[config.mk]
export PLATFORM = sky130hd
export DESIGN_NAME = axis_split
export DESIGN_NICKNAME = d
export VERILOG_FILES = /design/src/rtl/axis_split_pkg.sv /design/src/rtl/axis_fifo2.sv /design/src/rtl/axis_split.sv
export SDC_FILE = /design/constraint.sdc
export NUM_CORES = 1
export LEC_CHECK = 0
export BUFFER_PORTS_ARGS = -buffer_cell sky130_fd_sc_hd__buf_2
export CAP_MARGIN = 20
export CORE_ASPECT_RATIO = 0.7
export CORE_MARGIN = 2
export CORE_UTILIZATION = 50
export CTS_CLUSTER_SIZE = 12
export DETAILED_ROUTE_END_ITERATION = 10
export PLACE_DENSITY = 0.71
export SYNTH_ARGS = -nofsm -noshare
export SYNTH_HDL_FRONTEND = slang
export SYNTH_SLANG_ARGS = --single-unit
[constraint.sdc]
create_clock -name clk -period 4.5 [get_ports clk]
set_input_delay 0 -clock clk [delete_from_list [all_inputs] [get_ports clk]]
set_output_delay 0 -clock clk [all_outputs]
set_load 0.02 [all_outputs]
[src/rtl/axis_split_pkg.sv]
// Shared constants and helpers for the 1-to-2 AXI-Stream splitter.
package axis_split_pkg;

  localparam logic        ROUTE_M00        = 1'b0;
  localparam logic        ROUTE_M01        = 1'b1;
  localparam int unsigned AXIS_SPLIT_DEPTH = 2;

  typedef logic [1:0] fifo_cnt_t;

  // A full FIFO still takes a beat when its head leaves on the same edge.
  function automatic logic fifo_push_ok(input fifo_cnt_t cnt, input logic pop_rdy);
    return (cnt < fifo_cnt_t'(AXIS_SPLIT_DEPTH)) || pop_rdy;
  endfunction

endpackage

[src/rtl/axis_fifo2.sv]
// Two-entry AXI-Stream FIFO with 1-bit wrapping pointers; push and pop may coincide at any fill.
module axis_fifo2
  import axis_split_pkg::*;
#(
  parameter int unsigned DATA_WD = 64
) (
  input  logic               clk,
  input  logic               rst_n,
  input  logic               s_axis_tvalid,
  input  logic [DATA_WD-1:0] s_axis_tdata,
  output logic               s_axis_tready,
  output logic               m_axis_tvalid,
  output logic [DATA_WD-1:0] m_axis_tdata,
  input  logic               m_axis_tready,
  output fifo_cnt_t          count
);

  logic [DATA_WD-1:0] r_mem [AXIS_SPLIT_DEPTH];
  logic               r_wr_ptr;
  logic               r_rd_ptr;
  fifo_cnt_t          r_count;
  logic               w_push;
  logic               w_pop;

  assign m_axis_tvalid = (r_count != '0);
  assign m_axis_tdata  = r_mem[r_rd_ptr];
  assign s_axis_tready = fifo_push_ok(r_count, m_axis_tready);
  assign count         = r_count;

  assign w_push = s_axis_tvalid & s_axis_tready;
  assign w_pop  = m_axis_tvalid & m_axis_tready;

  always_ff @(posedge clk or negedge rst_n) begin
    if (!rst_n) begin
      for (int unsigned i = 0; i < AXIS_SPLIT_DEPTH; i++) r_mem[i] <= '0;
      r_wr_ptr <= 1'b0;
      r_rd_ptr <= 1'b0;
      r_count  <= '0;
    end else begin
      if (w_push) begin
        r_mem[r_wr_ptr] <= s_axis_tdata;
        r_wr_ptr        <= ~r_wr_ptr;
      end
      if (w_pop) r_rd_ptr <= ~r_rd_ptr;
      case ({w_push, w_pop})
        2'b10:   r_count <= r_count + 2'd1;
        2'b01:   r_count <= r_count - 2'd1;
        default: r_count <= r_count;
      endcase
    end
  end

endmodule

[src/rtl/axis_split.sv]
// 1-to-2 AXI-Stream router: input register, routing on one tdata bit, one 2-entry FIFO per branch.
module axis_split
  import axis_split_pkg::*;
#(
  parameter int unsigned DATA_WD = 64,
  parameter int unsigned SEL_BIT = 63
) (
  input  logic               clk,
  input  logic               rst_n,
  input  logic               s_axis_tvalid,
  input  logic [DATA_WD-1:0] s_axis_tdata,
  output logic               s_axis_tready,
  output logic               m00_axis_tvalid,
  output logic [DATA_WD-1:0] m00_axis_tdata,
  input  logic               m00_axis_tready,
  output logic               m01_axis_tvalid,
  output logic [DATA_WD-1:0] m01_axis_tdata,
  input  logic               m01_axis_tready
);

  logic               r_in_valid;
  logic [DATA_WD-1:0] r_in_data;
  logic               w_dest;
  logic               w_push_ok;
  logic               w_fifo0_rdy;
  logic               w_fifo1_rdy;
  logic               w_drain;
  logic               w_accept;
  fifo_cnt_t          w_cnt0;
  fifo_cnt_t          w_cnt1;

  assign w_dest    = r_in_data[SEL_BIT];
  assign w_push_ok = (w_dest == ROUTE_M01) ? fifo_push_ok(w_cnt1, m01_axis_tready)
                                           : fifo_push_ok(w_cnt0, m00_axis_tready);
  assign w_drain   = r_in_valid & ((w_dest == ROUTE_M01) ? w_fifo1_rdy : w_fifo0_rdy);

  // Held low while in reset so no beat is taken across the release edge.
  assign s_axis_tready = rst_n & (~r_in_valid | w_push_ok);
  assign w_accept      = s_axis_tvalid & s_axis_tready;

  always_ff @(posedge clk or negedge rst_n) begin
    if (!rst_n) begin
      r_in_valid <= 1'b0;
      r_in_data  <= '0;
    end else if (w_accept) begin
      r_in_valid <= 1'b1;
      r_in_data  <= s_axis_tdata;
    end else if (w_drain) begin
      r_in_valid <= 1'b0;
    end
  end

  axis_fifo2 #(.DATA_WD(DATA_WD)) u_fifo0 (
    .clk           (clk),
    .rst_n         (rst_n),
    .s_axis_tvalid (r_in_valid & (w_dest == ROUTE_M00)),
    .s_axis_tdata  (r_in_data),
    .s_axis_tready (w_fifo0_rdy),
    .m_axis_tvalid (m00_axis_tvalid),
    .m_axis_tdata  (m00_axis_tdata),
    .m_axis_tready (m00_axis_tready),
    .count         (w_cnt0)
  );

  axis_fifo2 #(.DATA_WD(DATA_WD)) u_fifo1 (
    .clk           (clk),
    .rst_n         (rst_n),
    .s_axis_tvalid (r_in_valid & (w_dest == ROUTE_M01)),
    .s_axis_tdata  (r_in_data),
    .s_axis_tready (w_fifo1_rdy),
    .m_axis_tvalid (m01_axis_tvalid),
    .m_axis_tdata  (m01_axis_tdata),
    .m_axis_tready (m01_axis_tready),
    .count         (w_cnt1)
  );

endmodule

After elaboration in Yosys (flattened, before gate mapping)
Cells that the tools add are included.
- bits in registers: 329
- input port bits: 69
- output and inout bits: 131
- logic and storage cells: 74
- add/subtract/negate cells: 4
- magnitude comparators: 8
- eq/ne operators: 4
- multiplexer cells: 17
- bitwise operators: 20
- reductions and logical operators: 9
- operators by type and width (kind ; count):
    $mux 64 ; 8
    $bwmux 128 ; 2
    $demux 64 s1 ; 2
    $reduce_bool 2->1 ; 5
    $and 1x1->1 ; 9
    $ge 2x2->1 const B ; 4
    $not 1->2 ; 4
    $pmux 2 s2 ; 2
    $not 1->1 ; 6
    $add 2x1->2 const B ; 2
    $eq 2x1->1 const B ; 2
    $eq 2x2->1 const B ; 2
    $lt 2x1->1 const B ; 2
    $lt 2x2->1 const B ; 2
    $sub 2x1->2 const B ; 2
    $mux 1 ; 3
    $logic_and 1x1->1 ; 2
    $logic_or 1x1->1 ; 2
    $or 1x1->1 ; 1

Depth between registers and ports, before layout
Gate-level depths: netlist (run 1).
- word-level depth: 7
- depth in mapped cells: 7
- mapped depth without buffers: 6

Hierarchy
A second synthesis (run 1) with hierarchy kept.
- cell total of the unflattened synthesis: 861
- area, all modules: 15292.2 um^2
- by module, submodules not included (module ; times used ; cells an instance ; area each (um^2) ; seq. area each (um^2)):
    axis_fifo2 at u_fifo0 ; 1 ; 358 ; 6343.6 ; 3303.2
    axis_fifo2 at u_fifo1 ; 1 ; 358 ; 6282.3 ; 3303.2
    axis_split ; 1 ; 145 ; 2666.3 ; 1626.6

Worst setup path before layout (run 1)
OpenSTA, ideal clock, no wires.
- path kind: flip-flop to flip-flop
- from: register r_in_valid
- to: register r_in_data[10]
- library setup time: 0.125 ns
- data arrival time: 1.779 ns
- required time: 4.375 ns
- path slack: 2.596 ns
- cell stages (with the launch flop): 6
- buffers on the path: 2
- clock period less this slack: 1.904 ns
- cell sequence: dfrtp_1 buf_2 and4bb_4 a311oi_4 buf_6 mux2_2
- word-level cells in the longest chain between the ends: 4
- RTL lines (what ; line ; RTL):
    from (decl) ; axis_split.sv:21 ; logic r_in_valid;
    from (signal assigned) ; axis_split.sv:43 ; r_in_valid <= 1'b0;
    from (signal assigned) ; axis_split.sv:46 ; r_in_valid <= 1'b1;
    from (signal assigned) ; axis_split.sv:49 ; r_in_valid <= 1'b0;
    $not 1->1 ; axis_split.sv:38 ; assign s_axis_tready = rst_n & (~r_in_valid | w_push_ok);
    $or 1x1->1 ; axis_split.sv:38 ;
    $and 1x1->1 ; axis_split.sv:38 ;
    $and 1x1->1 ; axis_split.sv:39 ; assign w_accept = s_axis_tvalid & s_axis_tready;
    to (signal assigned) ; axis_split.sv:47 ; r_in_data <= s_axis_tdata;
    to (decl) ; axis_split.sv:22 ; logic [DATA_WD-1:0] r_in_data;
No other way between the ends.
A chain may end at the register's enable or synchronous reset.

Worst setup path in the final report (run 1)
- from: register r_in_valid
- to: register u_fifo0.r_mem[122] (netlist bit)
- word-level cells in the longest chain between the ends: 2
- RTL lines (what ; line ; RTL):
    $and 1x1->1 ; axis_split.sv:56 ; .s_axis_tvalid (r_in_valid & (w_dest == ROUTE_M00)),
    $and 1x1->1 ; axis_fifo2.sv:30 ; assign w_push = s_axis_tvalid & s_axis_tready;
    to (signal, indexed assignment) ; axis_fifo2.sv:41 ; r_mem[r_wr_ptr] <= s_axis_tdata;
    to (decl) ; axis_fifo2.sv:18 ; logic [DATA_WD-1:0] r_mem [AXIS_SPLIT_DEPTH];
No other way between the ends.

==> results of run 1 <==
## metrics by stage
stage          std cells  instance area, µm²  power [W]  setup WS [ns]
2_1_floorplan        859               13800    0.00867           2.60
3_3_place_gp        1385               15100     0.0102           1.97
3_5_place_dp        1385               15100     0.0103           1.91
4_1_cts             1499               16800     0.0130           1.89
5_1_grt             1499               16800     0.0136           1.76
6_report            1499               16800     0.0129           1.93
## Yosys cell counts
library cell	number
sky130_fd_sc_hd__nor2_1	2
sky130_fd_sc_hd__a311oi_4	1
sky130_fd_sc_hd__buf_4	1
sky130_fd_sc_hd__nand4_1	1
sky130_fd_sc_hd__buf_6	6
sky130_fd_sc_hd__mux2_2	424
sky130_fd_sc_hd__nand2b_1	3
sky130_fd_sc_hd__and2_1	4
sky130_fd_sc_hd__or2_2	3
sky130_fd_sc_hd__xor2_1	4
sky130_fd_sc_hd__and4bb_4	1
sky130_fd_sc_hd__nand3_1	2
sky130_fd_sc_hd__nor2b_1	3
sky130_fd_sc_hd__mux2_1	20
sky130_fd_sc_hd__buf_2	20
sky130_fd_sc_hd__nor3_2	1
sky130_fd_sc_hd__a31oi_1	1
sky130_fd_sc_hd__and3b_1	1
sky130_fd_sc_hd__ha_1	2
sky130_fd_sc_hd__nand2_1	4
sky130_fd_sc_hd__xnor2_1	6
sky130_fd_sc_hd__clkbuf_1	20
sky130_fd_sc_hd__dfrtp_1	329
## repair_timing
| action | CTS | global route |
|---|---|---|
| resized for setup | 0 | 0 |
| hold endpoints to repair | 155 | 0 |
| buffers inserted | 0 | 0 |
| hold buffers | 68 | 0 |
## how the worst max path moves through the flow
stage	to	cells past startpoint	slack, ns
after floorplan	r_in_data[10]	5	2.60
after CTS	u_fifo0.r_mem[122]	4	1.89
after global routing	u_fifo0.r_mem[122]	4	1.76
final	u_fifo0.r_mem[122]	4	1.93
after global placement	u_fifo0.r_mem[100]	4	1.97
after detailed placement	u_fifo0.r_mem[122]	4	1.91
## flip-flops by register name, summed over array words and instances (netlist names)
name / count
u_fifo1.r_rd_ptr: 1
r_in_data: 64
u_fifo0.r_rd_ptr: 1
u_fifo0.count: 2
u_fifo0.r_mem: 128
r_in_valid: 1
u_fifo0.r_wr_ptr: 1
u_fifo1.r_mem: 128
u_fifo1.count: 2
u_fifo1.r_wr_ptr: 1
## worst max-delay path, stage by stage (launching register included)
cell,delay (ns)
sky130_fd_sc_hd__dfrtp_1,0.49
sky130_fd_sc_hd__nor2b_1,0.34
sky130_fd_sc_hd__and3b_4,0.93
sky130_fd_sc_hd__buf_4,0.35
sky130_fd_sc_hd__mux2_2,0.35
## metal layers
metal / vias to the layer above / global-route usage [%] / part of all wire (%)
met3: 31 / 5.45 / 5.6
met1: 4124 / 30.1 / 49
met5: - / 0 / 0
met2: 152 / 31.0 / 44
li1: 3600 / - / -
met4: 0 / 4.11 / 1.2
## power by group
part,internal (W),leakage [nW],switching [W]
clock,0.00151,0.487,0.00107
combinational,0.00258,3.11,0.00242
sequential,0.00428,3.93,0.00100
## logic make-up after synthesis
group | Yosys count | synth area share (%)
AOI/OAI and AO/OA | 2 | 0.236
xor gates and xnor gates | 10 | 0.635
adders and majority gates | 2 | 0.182
buffers and inverters | 47 | 1.82
DFF | 329 | 59.7
muxes | 444 | 36.3
and+or+nand+nor | 25 | 1.13
## final cells by class
type | instances | area, µm²
clock buffers | 45 | 986
clock inverters | 1 | 5.00
fillers | 2052 | 10100
multi-input cells | 483 | 5320
flip-flops and latches | 329 | 8240
well taps | 364 | 455
repair buffers | 277 | 1770
## cell usage in the layout, fill, tap and decap left out, types with 2 or more instances in the layout
master	n
sky130_fd_sc_hd__or2_2	3
sky130_fd_sc_hd__clkbuf_1	5
sky130_fd_sc_hd__clkbuf_8	3
sky130_fd_sc_hd__clkbuf_16	37
sky130_fd_sc_hd__buf_4	9
sky130_fd_sc_hd__mux2_2	424
sky130_fd_sc_hd__xnor2_1	6
sky130_fd_sc_hd__dlygate4sd3_1	68
sky130_fd_sc_hd__nor2_1	2
sky130_fd_sc_hd__nand2_1	4
sky130_fd_sc_hd__nand2b_1	3
sky130_fd_sc_hd__and2_1	4
sky130_fd_sc_hd__dfrtp_1	327
sky130_fd_sc_hd__dfrtp_4	2
sky130_fd_sc_hd__xor2_1	4
sky130_fd_sc_hd__mux2_1	20
sky130_fd_sc_hd__ha_1	2
sky130_fd_sc_hd__nor2b_1	3
sky130_fd_sc_hd__buf_2	198
==> impl_metrics.yaml, run 1 <==
outcome:
  run_status: "finished, final reports clean"
yosys:
  synth-seq-area-share_pct: 59.7
  synth.ff_latch_count: 329
  postSynthCellCount: 859
  synth_area_um2: 13800
  yosysTopAreaCellShare_pct: 59.7
  yosysTopAreaCell: "sky130_fd_sc_hd__dfrtp_1"
  synthTopCellsByArea: "sky130_fd_sc_hd__dfrtp_1, sky130_fd_sc_hd__mux2_2, sky130_fd_sc_hd__mux2_1, sky130_fd_sc_hd__buf_2, sky130_fd_sc_hd__clkbuf_1"
  syn_area_per_cell_um2: 16.0
  synthesis.yosys.warnings: 0
  post_synth_num_cell_types: 23
  postSynthNetCount: 930
place:
  dp_hpwl_um: 16700
  place.port_buffers: 199
  place.gp.congestion: 0.729
worst_setup_path:
  setup.worst_path.class: "reg -> reg"
  crit_path_start: "r_in_valid"
  critPathLaunchType: "flip-flop"
  rrSetupSlack_ns: 1.93
  kind_of_capture_point_of_the_worst_setup_path: "flip-flop"
  worstReg2RegStart: "r_in_valid"
  critical_path_required_ns: 4.89
  worst-r2r-cell-count: 4
  critPathMaxFanout: 55
  timing.critical_path.arrival_ns: 2.96
  worstReg2RegEnd: "u_fifo0.r_mem[122]"
drt:
  ant_nets: 0
  routed_via_density: 5.27
  detail_route.drc_violations: 0
  via_count: 7907
  first_pass_iters: 4
  avgRoutedWirePerCell_um: 19.2
  drt_iter0_drc: 350
  drt_wl_total_um: 28800
clocking:
  htree_levels: 2
  cts_tree: "built"
  cts.sink_count: 329
  tritoncts.num_buffers: 34
  cts_root_buf: "sky130_fd_sc_hd__clkbuf_16"
  clk_pin_slew_ns: 0.06
  worst_skew_pair.late_latency_ns: 0.50
  cts-root-to-sink-buffers: 3
sta:
  fin_crit_ns: 2.57
  hold_slack_ns: 0.0762
  clock_skew_ns: 0.00617
  tightestPinTransition_ns: 1.12
  fmax_ghz: 0.389
  rsz0062_at_grt: "false"
  slew_limit_fails: 0
  setup_violations: 0
  final_layout_setup_total_negative_slack_ns: 0
  worst_slew_margin_rel_pct: 25.5
  final_min_period_over_clock_period_pct: 57.1
  timing.final.hold_violations: 0
cells_and_area:
  final_nets: 1196
  share_of_cells_above_drive_strength_1_pct: 60.3
  final_util_pct: 62.4
  diodes: 0
  area_delta_synth_final_pct: 21.8
global_route:
  maximum_number_of_pins_on_one_net_before_global_route_repair: 171
  track_usage_pct: 20.5
  grt_remaining_overflow: 0
  grt_first_pass_wirelength_um: 46700
  first_global_vias: 8392
  antenna_found_initial: 0
floorplan:
  placeableCoreArea_um2: 26900
  std_cell_rows: 50
  start_util_pct: 51.2
  number_of_primary_i_o_pins: 200
  die_h_um: 143
  floorplan.die_area_um2: 28900
  chipWidth_um: 202
pwr:
  cellLeakagePower_nw: 7.52
  power.ir.vdd_worst_mv: 0.379
  power.density_cell_area_nw_per_um2: 766
run:
  number_of_max_capacitance_violations_reported: 0
worst_hold_path:
  worstHoldPathType: "in -> async"
No activity file was read; power rests on OpenSTA's default activity.
==> run 2, diff against run 1 <==
ABC_AREA = 1   (was not set)
PLACE_DENSITY = 0.74   (was 0.71)
clock period = 2.2 ns   (was 4.5 ns; I/O delays follow)
==> run 2 against run 1 <==
Effect of this change: wire length increased by 27%; largest power group is now combinational logic; setup slack got worse by 1.8 ns; final area increased by 5.3%; register-to-register slack got worse by 1.5 ns; clock power increased by 110%.
==> impl_metrics.yaml, run 2 <==
worst_setup_path:
  critPathLaunchType: "flip-flop"
  endpoint: "m00_axis_tdata[6]"
  worstReg2RegStart: "r_in_valid"
  timing.critical_path.arrival_ns: 2.08
  worst-r2r-cell-count: 7
  crit_path_start: "u_fifo0.r_rd_ptr"
  setup.worst_path.class: "reg -> out"
  rrSetupSlack_ns: 0.42
  worstReg2RegEnd: "u_fifo0.r_mem[122]"
  critPathMaxFanout: 26
  kind_of_capture_point_of_the_worst_setup_path: "output port"
  critical_path_required_ns: 2.20
yosys:
  yosysTopAreaCell: "sky130_fd_sc_hd__dfrtp_1"
  syn_area_per_cell_um2: 8.99
  synth_area_um2: 14700
  yosysTopAreaCellShare_pct: 56.1
  synth-seq-area-share_pct: 56.1
  post_synth_num_cell_types: 25
  synth.area.mux_share_pct: 0
  synthXorXnorAreaFrac_pct: 0.358
  synthFlopType: "sky130_fd_sc_hd__dfrtp_1"
  synth_enable_flop_cells: 0
  synthMostInstantiatedCell: "sky130_fd_sc_hd__nand2_1"
  synth-compound-area-share_pct: 12.0
  asyncSetResetFlopFracSynth_pct: 100
  synth-adder-area-share_pct: 0.170
  synth.ff_latch_count: 329
  synthTopCellsByArea: "sky130_fd_sc_hd__dfrtp_1, sky130_fd_sc_hd__nand2_1, sky130_fd_sc_hd__o21ai_2, sky130_fd_sc_hd__o21ai_0, sky130_fd_sc_hd__nand2_2"
  synth_top_family_by_area: "simple AND/OR/NAND/NOR gates"
  post_synth_and_or_nand_nor_area_fraction_pct: 24.6
  postSynthCellCount: 1633
  synthesis.yosys.warnings: 0
  postSynthNetCount: 1704
  synthTopCellsByCount: "sky130_fd_sc_hd__nand2_1, sky130_fd_sc_hd__dfrtp_1, sky130_fd_sc_hd__o21ai_0, sky130_fd_sc_hd__o21ai_2, sky130_fd_sc_hd__nand2_2"
pwr:
  power.share.clock_pct: 21.4
  power_w: 0.0257
  cellLeakagePower_nw: 9.28
  internal_power_w: 0.0151
  power.ir.vdd_worst_mv: 0.787
  power_switching_w: 0.0106
  p_sw_share_pct: 41.4
  power.density_cell_area_nw_per_um2: 1460
  p_comb_share_pct: 40.7
  power.sequential.fraction_pct: 38.0
global_route:
  grt_remaining_overflow: 0
  antenna_found_initial: 0
  track_usage_pct: 24.5
  maximum_number_of_pins_on_one_net_before_global_route_repair: 91
  grt_first_pass_wirelength_um: 60000
  first_global_vias: 11200
sta:
  final_min_period_over_clock_period_pct: 94.6
  hold_slack_ns: 0.0621
  slew_limit_fails: 0
  final_layout_setup_total_negative_slack_ns: 0
  clock_skew_ns: 0.0183
  fmax_ghz: 0.481
  timing.final.hold_violations: 0
  tightestPinTransition_ns: 0.860
  rsz0062_at_grt: "false"
  fin_crit_ns: 2.08
  setup_violations: 0
  worst_slew_margin_rel_pct: 42.7
floorplan:
  floorplan.die_area_um2: 30800
  chipWidth_um: 209
  std_cell_rows: 52
  number_of_primary_i_o_pins: 200
  placeableCoreArea_um2: 28900
  start_util_pct: 50.8
  die_h_um: 147
drt:
  drt_wl_total_um: 36700
  first_pass_iters: 8
  ant_nets: 0
  detail_route.drc_violations: 0
  drt_iter0_drc: 891
  routed_via_density: 5.12
  via_count: 11600
  avgRoutedWirePerCell_um: 16.2
worst_hold_path:
  worstHoldPathType: "in -> reg"
cells_and_area:
  diodes: 0
  finish.cell_count_without_fillers: 2260
  layout_commonest_cell: "sky130_fd_sc_hd__nand2_1"
  area_delta_synth_final_pct: 20.4
  biggestRegsByFlops: "u_fifo0.r_mem (128), u_fifo1.r_mem (128), r_in_data (64)"
  most-common-layout-cells: "sky130_fd_sc_hd__nand2_1, sky130_fd_sc_hd__dfrtp_1, sky130_fd_sc_hd__buf_2, sky130_fd_sc_hd__o21ai_0, sky130_fd_sc_hd__o21ai_2"
  final_nets: 1938
  share_of_cells_above_drive_strength_1_pct: 26.9
place:
  dp_hpwl_um: 23400
  place.gp.congestion: 0.793
  place.port_buffers: 199
  dp.cells: 2140
clocking:
  worst_skew_pair.late_latency_ns: 0.52
  cts_setup_buffers: 0
  cts_root_buf: "sky130_fd_sc_hd__clkbuf_16"
  cts-root-to-sink-buffers: 3
  cts_tree: "built"
  cts.sink_count: 329
  clk_pin_slew_ns: 0.06
  tritoncts.num_buffers: 35
  htree_levels: 2
outcome:
  run_status: "finished, final reports clean"
run:
  number_of_max_capacitance_violations_reported: 0
[run 2: changes by cell type in the layout (fill, tap and decap cells not counted), moves of 72 or more]
cell | before | now
sky130_fd_sc_hd__nand2_1 | 4 | 698
sky130_fd_sc_hd__mux2_2 | 424 | 0
sky130_fd_sc_hd__o21ai_0 | 0 | 129
sky130_fd_sc_hd__o21ai_2 | 0 | 126
sky130_fd_sc_hd__nand2_2 | 0 | 82
sky130_fd_sc_hd__inv_1 | 0 | 72
[run 2: what timing repair did]
item,in CTS,in global routing
hold buffers,68,0
setup endpoints to repair,1,0
resized for setup,1,0
endpoints found under the hold margin,265,0
[run 2: per-stage QoR]
step | worst slack [ns] | cell area (µm²) | utilization, %
2_1_floorplan | 0.560 | 14700 | -
3_3_place_gp | 0.473 | 16000 | 55.2
3_5_place_dp | 0.419 | 16000 | 55.2
4_1_cts | 0.114 | 17700 | 61.2
5_1_grt | 0.0350 | 17700 | 61.2
6_report | 0.119 | 17700 | 61.2
[run 2: worst max-delay path: stages, from the launching register on]
cell                      delay (ns)
sky130_fd_sc_hd__dfrtp_4        0.66
sky130_fd_sc_hd__buf_4          0.42
sky130_fd_sc_hd__nand2_1        0.09
sky130_fd_sc_hd__nand2_1        0.17
sky130_fd_sc_hd__buf_2          0.20
[run 2: power by group through the flow]
stage               clock network (W)  logic (W)  registers [W]
global route                  0.00590     0.0116         0.0101
global placement                    0     0.0102        0.00974
CTS                           0.00563     0.0106        0.00976
detailed placement                  0     0.0104        0.00982
finish                        0.00549     0.0105        0.00978
floorplan                           0    0.00731        0.00943
[run 2: final cells by class]
cell class	count	area (µm²)
clock buffer	48	985
clock inverter	4	51.3
multi-input combinational	1119	5480
sequential	329	8240
inverter	76	285
tap	378	473
timing repair buffer	306	2160
fill	2473	11200
[run 2: per-layer routing]
layer	GRT usage (%)	up-vias	part of all wire (%)
li1	-	5658	-
met1	35.8	5532	48
met4	6.11	0	1.9
met3	5.14	52	6.1
met5	0	-	0
met2	37.7	323	44
[run 2: worst min path at each step]
stage,start,end,slack (ns),cells past startpoint
after detailed placement,rst_n,u_fifo0.r_mem[63],-0.10,1
final,s_axis_tvalid,r_in_valid,0.06,3
after floorplan,rst_n,r_in_data[0],-0.30,0
after CTS,s_axis_tvalid,r_in_valid,0.05,3
after global routing,rst_n,u_fifo1.r_mem[7],0.09,3
after global placement,rst_n,u_fifo0.r_mem[63],-0.11,1
[run 2: cells by family after synthesis]
kind of cell             after synthesis
adder cells (fa/ha/maj)                2
flip-flops                           329
AO/OA/AOI/OAI                        257
buffers and inverters                185
XOR/XNOR                               6
AND/OR/NAND/NOR                      854
